**src/rtl/ripple_count_capture.sv**
```systemverilog
// ripple_count_capture: synchronizes and stability-filters a ripple count, accumulates deltas into a handshaked total.
// Define RIPPLE_CAPTURE_SATURATE_EN to clamp the total at all-ones instead of wrapping.
module ripple_count_capture #(
  parameter int CNT_W = 4,
  parameter int ACC_W = 16,
  parameter int STABLE_CYCLES = 2
) (
  input  logic             clk,
  input  logic             reset,
  input  logic [CNT_W-1:0] cnt_in,
  input  logic             clr,
  output logic             out_valid,
  input  logic             out_ready,
  output logic [ACC_W-1:0] out_total,
  output logic             overflow
);
  localparam int SW = $clog2(STABLE_CYCLES + 1);
  localparam logic [SW-1:0] LAST = SW'(STABLE_CYCLES - 1);
  typedef enum logic {TRACK, STABLE} state_t;
  state_t r_state, w_state_n;
  logic [CNT_W-1:0] r_s1, r_s2, r_last, w_delta;
  logic [SW-1:0] r_stab, w_stab_n;
  logic [ACC_W-1:0] w_base, w_acc_total;
  logic [ACC_W:0] w_sum;
  logic w_same, w_accept;
  always_ff @(posedge clk or posedge reset)
    if (reset) begin
      r_s1 <= '0;
      r_s2 <= '0;
    end else begin
      r_s1 <= cnt_in;
      r_s2 <= r_s1;
    end
  // s1 is the value s2 loads next, so equality means s2 holds across this edge
  assign w_same = r_s1 == r_s2;
  always_ff @(posedge clk or posedge reset)
    if (reset) begin
      r_state <= TRACK;
      r_stab <= '0;
    end else begin
      r_state <= w_state_n;
      r_stab <= w_stab_n;
    end
  always_comb begin
    w_state_n = !w_same ? TRACK : (r_state == TRACK && r_stab == LAST) ? STABLE : r_state;
    w_stab_n = (w_same && r_state == TRACK && r_stab != LAST) ? r_stab + 1'b1 : '0;
  end
  always_comb w_accept = r_state == TRACK && w_same && r_stab == LAST && r_s2 != r_last;
  assign w_delta = r_s2 - r_last;
  assign w_base = clr ? '0 : out_total;
  assign w_sum = {1'b0, w_base} + {{(ACC_W - CNT_W + 1){1'b0}}, w_delta};
`ifdef RIPPLE_CAPTURE_SATURATE_EN
  assign w_acc_total = w_sum[ACC_W] ? '1 : w_sum[ACC_W-1:0];
`else
  assign w_acc_total = w_sum[ACC_W-1:0];
`endif
  always_ff @(posedge clk or posedge reset)
    if (reset) begin
      r_last <= '0;
      out_total <= '0;
      out_valid <= 1'b0;
      overflow <= 1'b0;
    end else begin
      r_last <= w_accept ? r_s2 : r_last;
      out_total <= w_accept ? w_acc_total : w_base;
      out_valid <= w_accept | (out_valid & ~out_ready & ~clr);
      overflow <= (overflow & ~clr) | (w_accept & w_sum[ACC_W]);
    end
endmodule

```
**config.mk**
```make
export PLATFORM = sky130hd
export DESIGN_NAME = ripple_count_capture
export DESIGN_NICKNAME = d
export VERILOG_FILES = /design/src/rtl/ripple_count_capture.sv
export SDC_FILE = /design/constraint.sdc
export NUM_CORES = 1
export LEC_CHECK = 0
export ABC_AREA = 1
export BUFFER_PORTS_ARGS = -buffer_cell sky130_fd_sc_hd__buf_2
export CORE_MARGIN = 1.5
export CORE_UTILIZATION = 30
export DETAILED_ROUTE_END_ITERATION = 10
export GPL_ROUTABILITY_DRIVEN = 0
export GPL_TIMING_DRIVEN = 0
export PLACE_DENSITY_LB_ADDON = 0.12
export SLEW_MARGIN = 25
export SYNTH_ARGS = -nofsm -noshare
export SYNTH_HDL_FRONTEND = slang
export SYNTH_SLANG_ARGS = --single-unit
export TNS_END_PERCENT = 20
```
**constraint.sdc**
```tcl
create_clock -name clk -period 3.4 [get_ports clk]
set_input_delay 0.68 -clock clk [delete_from_list [all_inputs] [get_ports clk]]
set_output_delay 0.68 -clock clk [all_outputs]
set_load 0.02 [all_outputs]
```
; ---- Word level (Yosys, flattened, before mapping)
; Cells that the tools add are included.
[classes]
order_cmp = 0
add_sub_neg = 3
shift = 0
mux = 5
bitwise = 9
div = 0
mul = 0
n_reduce_logical = 5
eq_ne = 5
[op_table]
columns = cell, count
row1 = $mux 16, 2
row2 = $add 16x4->17, 1
row3 = $logic_and 1x1->1, 5
row4 = $and 1x1->1, 4
row5 = $eq 4x4->1, 1
row6 = $ne 2x1->1 const B, 2
row7 = $ne 4x4->1, 1
row8 = $sub 4x4->4, 1
row9 = $not 1->1, 3
row10 = $add 2x1->2 const B, 1
row11 = $eq 2x1->1 const B, 1
row12 = $mux 1, 2
row13 = $mux 2, 1
row14 = $or 1x1->1, 2
[totals]
reg_bits = 33
romBits = 0
mem_bits_rw = 0
latch_bits = 0
output_inout_bits = 18
memories = 0
in_bits = 8
word_cells = 35

; ---- Depth between registers and ports, before layout
[depth]
word_depth = 6
ltp_mapped = 15
depth_no_buf = 15

; ---- Worst setup path after synthesis
; Ideal clock, no wire load.
[synth_path]
path_kind = input -> register
start = input clr
end = register out_total[8]
slack_ns = 1.104
cell_stages = 13
t_arrival_ns = 2.230
setup_time_ns = 0.065
required_time_ns = 3.335
cell_sequence = buf_6 inv_6 buf_6 nand2_1 inv_1 ha_1 fa_1 nand3_1 nand2_1 nand2_1 xor2_1 nand2_1 nand2_1
[synth_between]
elab_chain_cells = 3
[synth_rtl]
columns = element, line_no
row1 = from (decl), 11  ; input logic clr,
row2 = $mux 16 (*), 50  ; assign w_base = clr ? '0 : out_total;
row3 = $add 16x4->17, 51  ; assign w_sum = {1'b0, w_base} + {{(ACC_W - CNT_W + 1){1'b0}}, w_delta};
row4 = $mux 16 (*), 65  ; out_total <= w_accept ? w_acc_total : w_base;
row5 = to (signal assigned), 65
row6 = to (decl), 14  ; output logic [ACC_W-1:0] out_total,
; Mark *: on every way between the ends. The rest lies on a longest branch, timed or not.
; A chain may end at the register's enable or synchronous reset.

; ---- Final worst setup path
[layout_path]
start = register r_s2[2]
end = register overflow
[layout_between]
elab_chain_cells = 6
elab_cells_between_ends = 9
cone_classes = add/sub (2) / eq/ne (2) / bitwise (2) / reduce/logical (3)
[layout_rtl]
columns = element, line_no
row1 = from (decl), 21  ; logic [CNT_W-1:0] r_s1, r_s2, r_last, w_delta;
row2 = from (signal assigned), 32  ; r_s2 <= r_s1;
row3 = branches (longest 4 deep; another with $add 16x4->17), n/a
row4 = $and 1x1->1 (*), 67  ; overflow <= (overflow & ~clr) | (w_accept & w_sum[ACC_W]);
row5 = $or 1x1->1 (*), 67
row6 = to (signal assigned), 67
row7 = to (decl), 15  ; output logic overflow
; Mark *: on every way between the ends.

==> metrics.md <==
| Metric | Value |
|---|---|
| CP Class | flip-flop to flip-flop |
| Largest net degree at the start of global routing | 34 |
| Critical path capture point type | flip-flop |
| Critical path endpoint | overflow |
| Total grt overflow | 0 |
| Synth Cell Area | 2000 um2 |
| Tcrit/Tclk final | 71.2% |
| Worst EP arrival | 2.64 ns |
| First-pass GRT wire length | 7.76 mm |
| Simple-gate share of the synthesized area | 33.9% |
| DRC Markers | 0 |
| Final nets | 310 |
| Crit-path cells | ha_1, a21oi_1, o21ai_0, xor2_1, ha_1, nand3_1, nand2_1, nand2_1, inv_2, nand3_1, o21ai_1 |
| Power Density | 370 nW/um2 |
| Ys Warns | 0 |
| Initial DRC Count | 67 |
| # port buffers | 24 |
| Worst setup startpoint | r_s2[2] |
| Number of I/O pins | 26 |
| CTS Buf Count | 5 |
| Worst reg2reg startpoint | r_s2[2] |
| Yosys top cell by area | dfrtp_1 |
| Post-synthesis xor/xnor area fraction | 2.19% |
| MaxCap Viol Count | 0 |
| Final wirelength | 4.42 mm |
| Share of layout cells above drive strength 1 | 19.8% |
| Routed len/inst | 11.9 um |
| Antenna diodes | 0 |
| Dpl cell area | 2220 um2 |
| Height of the die | 84.6 um |
| Worst-margin pin slew | 0.710 ns |
| Cell family with most CP delay | adder cells |
| Most frequent cells in the layout | nand2_1 (83), inv_1 (40), dfrtp_1 (33) |
| FILL cells | 691 |
| Top cells by area, synth | dfrtp_1 (41%), nand2_1 (16%), inv_1 (7.7%) |
| Peak VDD IR | 147 uV |
| Hold Path Class | flip-flop to flip-flop |
| Reg clk slew, reported paths | 0.07 ns |
| Startpoint Class | flip-flop |
| Die Width | 84.6 um |
| Vias in the first global route | 1,663 |
| Mux contribution to synthesized area | 0% |
| Slowest cell delay on critical path | 0.42 ns |
| Slew Limit Fails | 0 |
| Post-layout util | 36.0% |
| Final ANT Viol Nets | 0 |
| Final setup vio count | 0 |
| Min Tclk post-route | 2.42 ns |
| Rows | 29 |
| Design area | 2300 um2 |
| Longest Clk Path Bufs | 2 |
| CP Buf/Inv Count | 1 |
| Fmax | 0.413 GHz |
| Worst path depth | 11 |
| Pre-antenna DRT Iters | 4 |
| Initial antenna violation count | 0 |
| Vias | 1,641 |
| Clk_lat worst skew | 0.29 ns |
| Post-CTS resize count | 0 |
| LEAKAGE | 1.25 nW |
| Synthesis-to-layout area growth | 15.0% |
| Clk sinks | 33 |
| Starting density of the core | 31.3% |
| TritonCTS clock tree | yes |
| Setup bufs post-CTS | 0 |
| Core area | 6390 um2 |
| Setup TNS | 0 ns |
| Synth top area share | 41.3% |
| Crit path max-delay cell type | dfrtp_1 |
| Hold Buf Count CTS | 0 |
| Commonest non-fill, non-tap cell in the layout | nand2_1 |
| Hold Vio Cnt, Final | 0 |
| Relative slew slack | 52.6% |
| Syn_nets | 279 |
| Clock Skews | 0.00802 ns |
| Reg-to-Reg End | overflow |
| Routed vias/inst | 4.44 |
| CTS H-tree lvls | 2 |
| Worst endpoint required time | 3.62 ns |
| CTS Root Cell | clkbuf_8 |
| Tot Pwr | 0.000850 W |
| Run status | finished, final reports clean |
| Yosys reg bits | 33 |
| Largest family of logic cells by synthesized area | simple AND/OR/NAND/NOR gates |
| Cell count after synthesis | 261 |
| Compound-Gate Fraction of Synth Area | 3.50% |
| Syn avg cell area | 7.66 um2 |
| Netlist cell types | 25 |
| R2r worst-path depth | 11 |
| Die area | 7160 um2 |
| CP Max Fanout | 7 |
| Gr usage total | 13.9% |
| Final HPWL DP | 3.15 mm |
| FF-to-FF setup slack | 0.98 ns |
| Post-Synth Adder-Cell Area | 7.01% |
| Register area share after synthesis | 41.3% |
| RSZ-0062 raised after global routing | false |
cell usage after synthesis:
cell type,count
fa_1,2
xor2_1,4
nand3_2,1
nor2_1,18
a21oi_1,3
nand2_1,83
nand2_2,6
dfrtp_1,33
inv_2,5
o21ai_1,2
nor3_1,2
nand3b_1,1
inv_6,1
nand4_1,8
nand3_1,20
nor2_2,3
ha_1,8
buf_8,1
nand2_4,1
buf_6,4
o21ai_0,9
xnor2_1,1
nor2_8,1
nor2_4,3
inv_1,41
final cells by class:
cell class	count	area [um2]	share of cell area (%)
clock buffers	6	72.6	3.16
plain buffers	5	60.1	2.61
well taps	77	96.3	4.19
repair buffers	24	120	5.23
inverters	47	181	7.89
multi-input cells	176	932	40.6
clock inverters	2	10.0	0.435
flip-flops and latches	33	826	35.9
through the flow:
stage | worst slack, ns | hold slack, ns | instances
floorplan | 1.10 | 0.374 | 261
global placement | 0.834 | 0.382 | 362
detailed placement | 0.854 | 0.382 | 362
CTS | 0.961 | 0.394 | 370
global route | 0.768 | 0.436 | 370
finish | 0.980 | 0.391 | 370
state kept, by name, indices dropped and copies added, names as in the netlist:
name and count:
overflow 1, out_valid 1, r_state 1, r_s2 4, r_last 4, r_s1 4
r_stab 2, out_total 16
where the power goes:
group	switching (W)	internal, W
registers	0.0000103	0.000409
clock network	0.000154	0.000142
logic	0.0000838	0.0000515
cell families after synthesis:
group	Yosys count
compound gates	14
xor+xnor	5
fa+ha+maj	10
buf+inv	52
flops	33
simple gates	147
worst register-to-register path, delay by kind of cell (launching register included):
family          cells  cell delay (ns)
fa+ha+maj           2             0.71
simple gates        4             0.54
flops               1             0.42
compound gates      3             0.41
xor+xnor            1             0.16
buf+inv             1             0.11
routing by layer:
layer / routed length, um / GRT usage (%) / up-vias
met3: 146 / 3.44 / 5
met5: 0 / 0 / -
met1: 2260 / 18.6 / 745
li1: - / - / 861
met2: 1940 / 21.4 / 30
met4: 78 / 5.87 / 0
worst min-delay path by stage:
stage	slack [ns]	from	end	cells past startpoint
floorplan	0.37	r_s1[2]	r_s2[2]	0
global placement	0.38	r_s1[2]	r_s2[2]	0
detailed placement	0.38	r_s1[2]	r_s2[2]	0
CTS	0.39	r_s1[2]	r_s2[2]	0
global route	0.44	r_s1[1]	r_s2[1]	0
finish	0.39	r_s1[2]	r_s2[2]	0
Note: power is estimated with default switching activity, not from simulation.
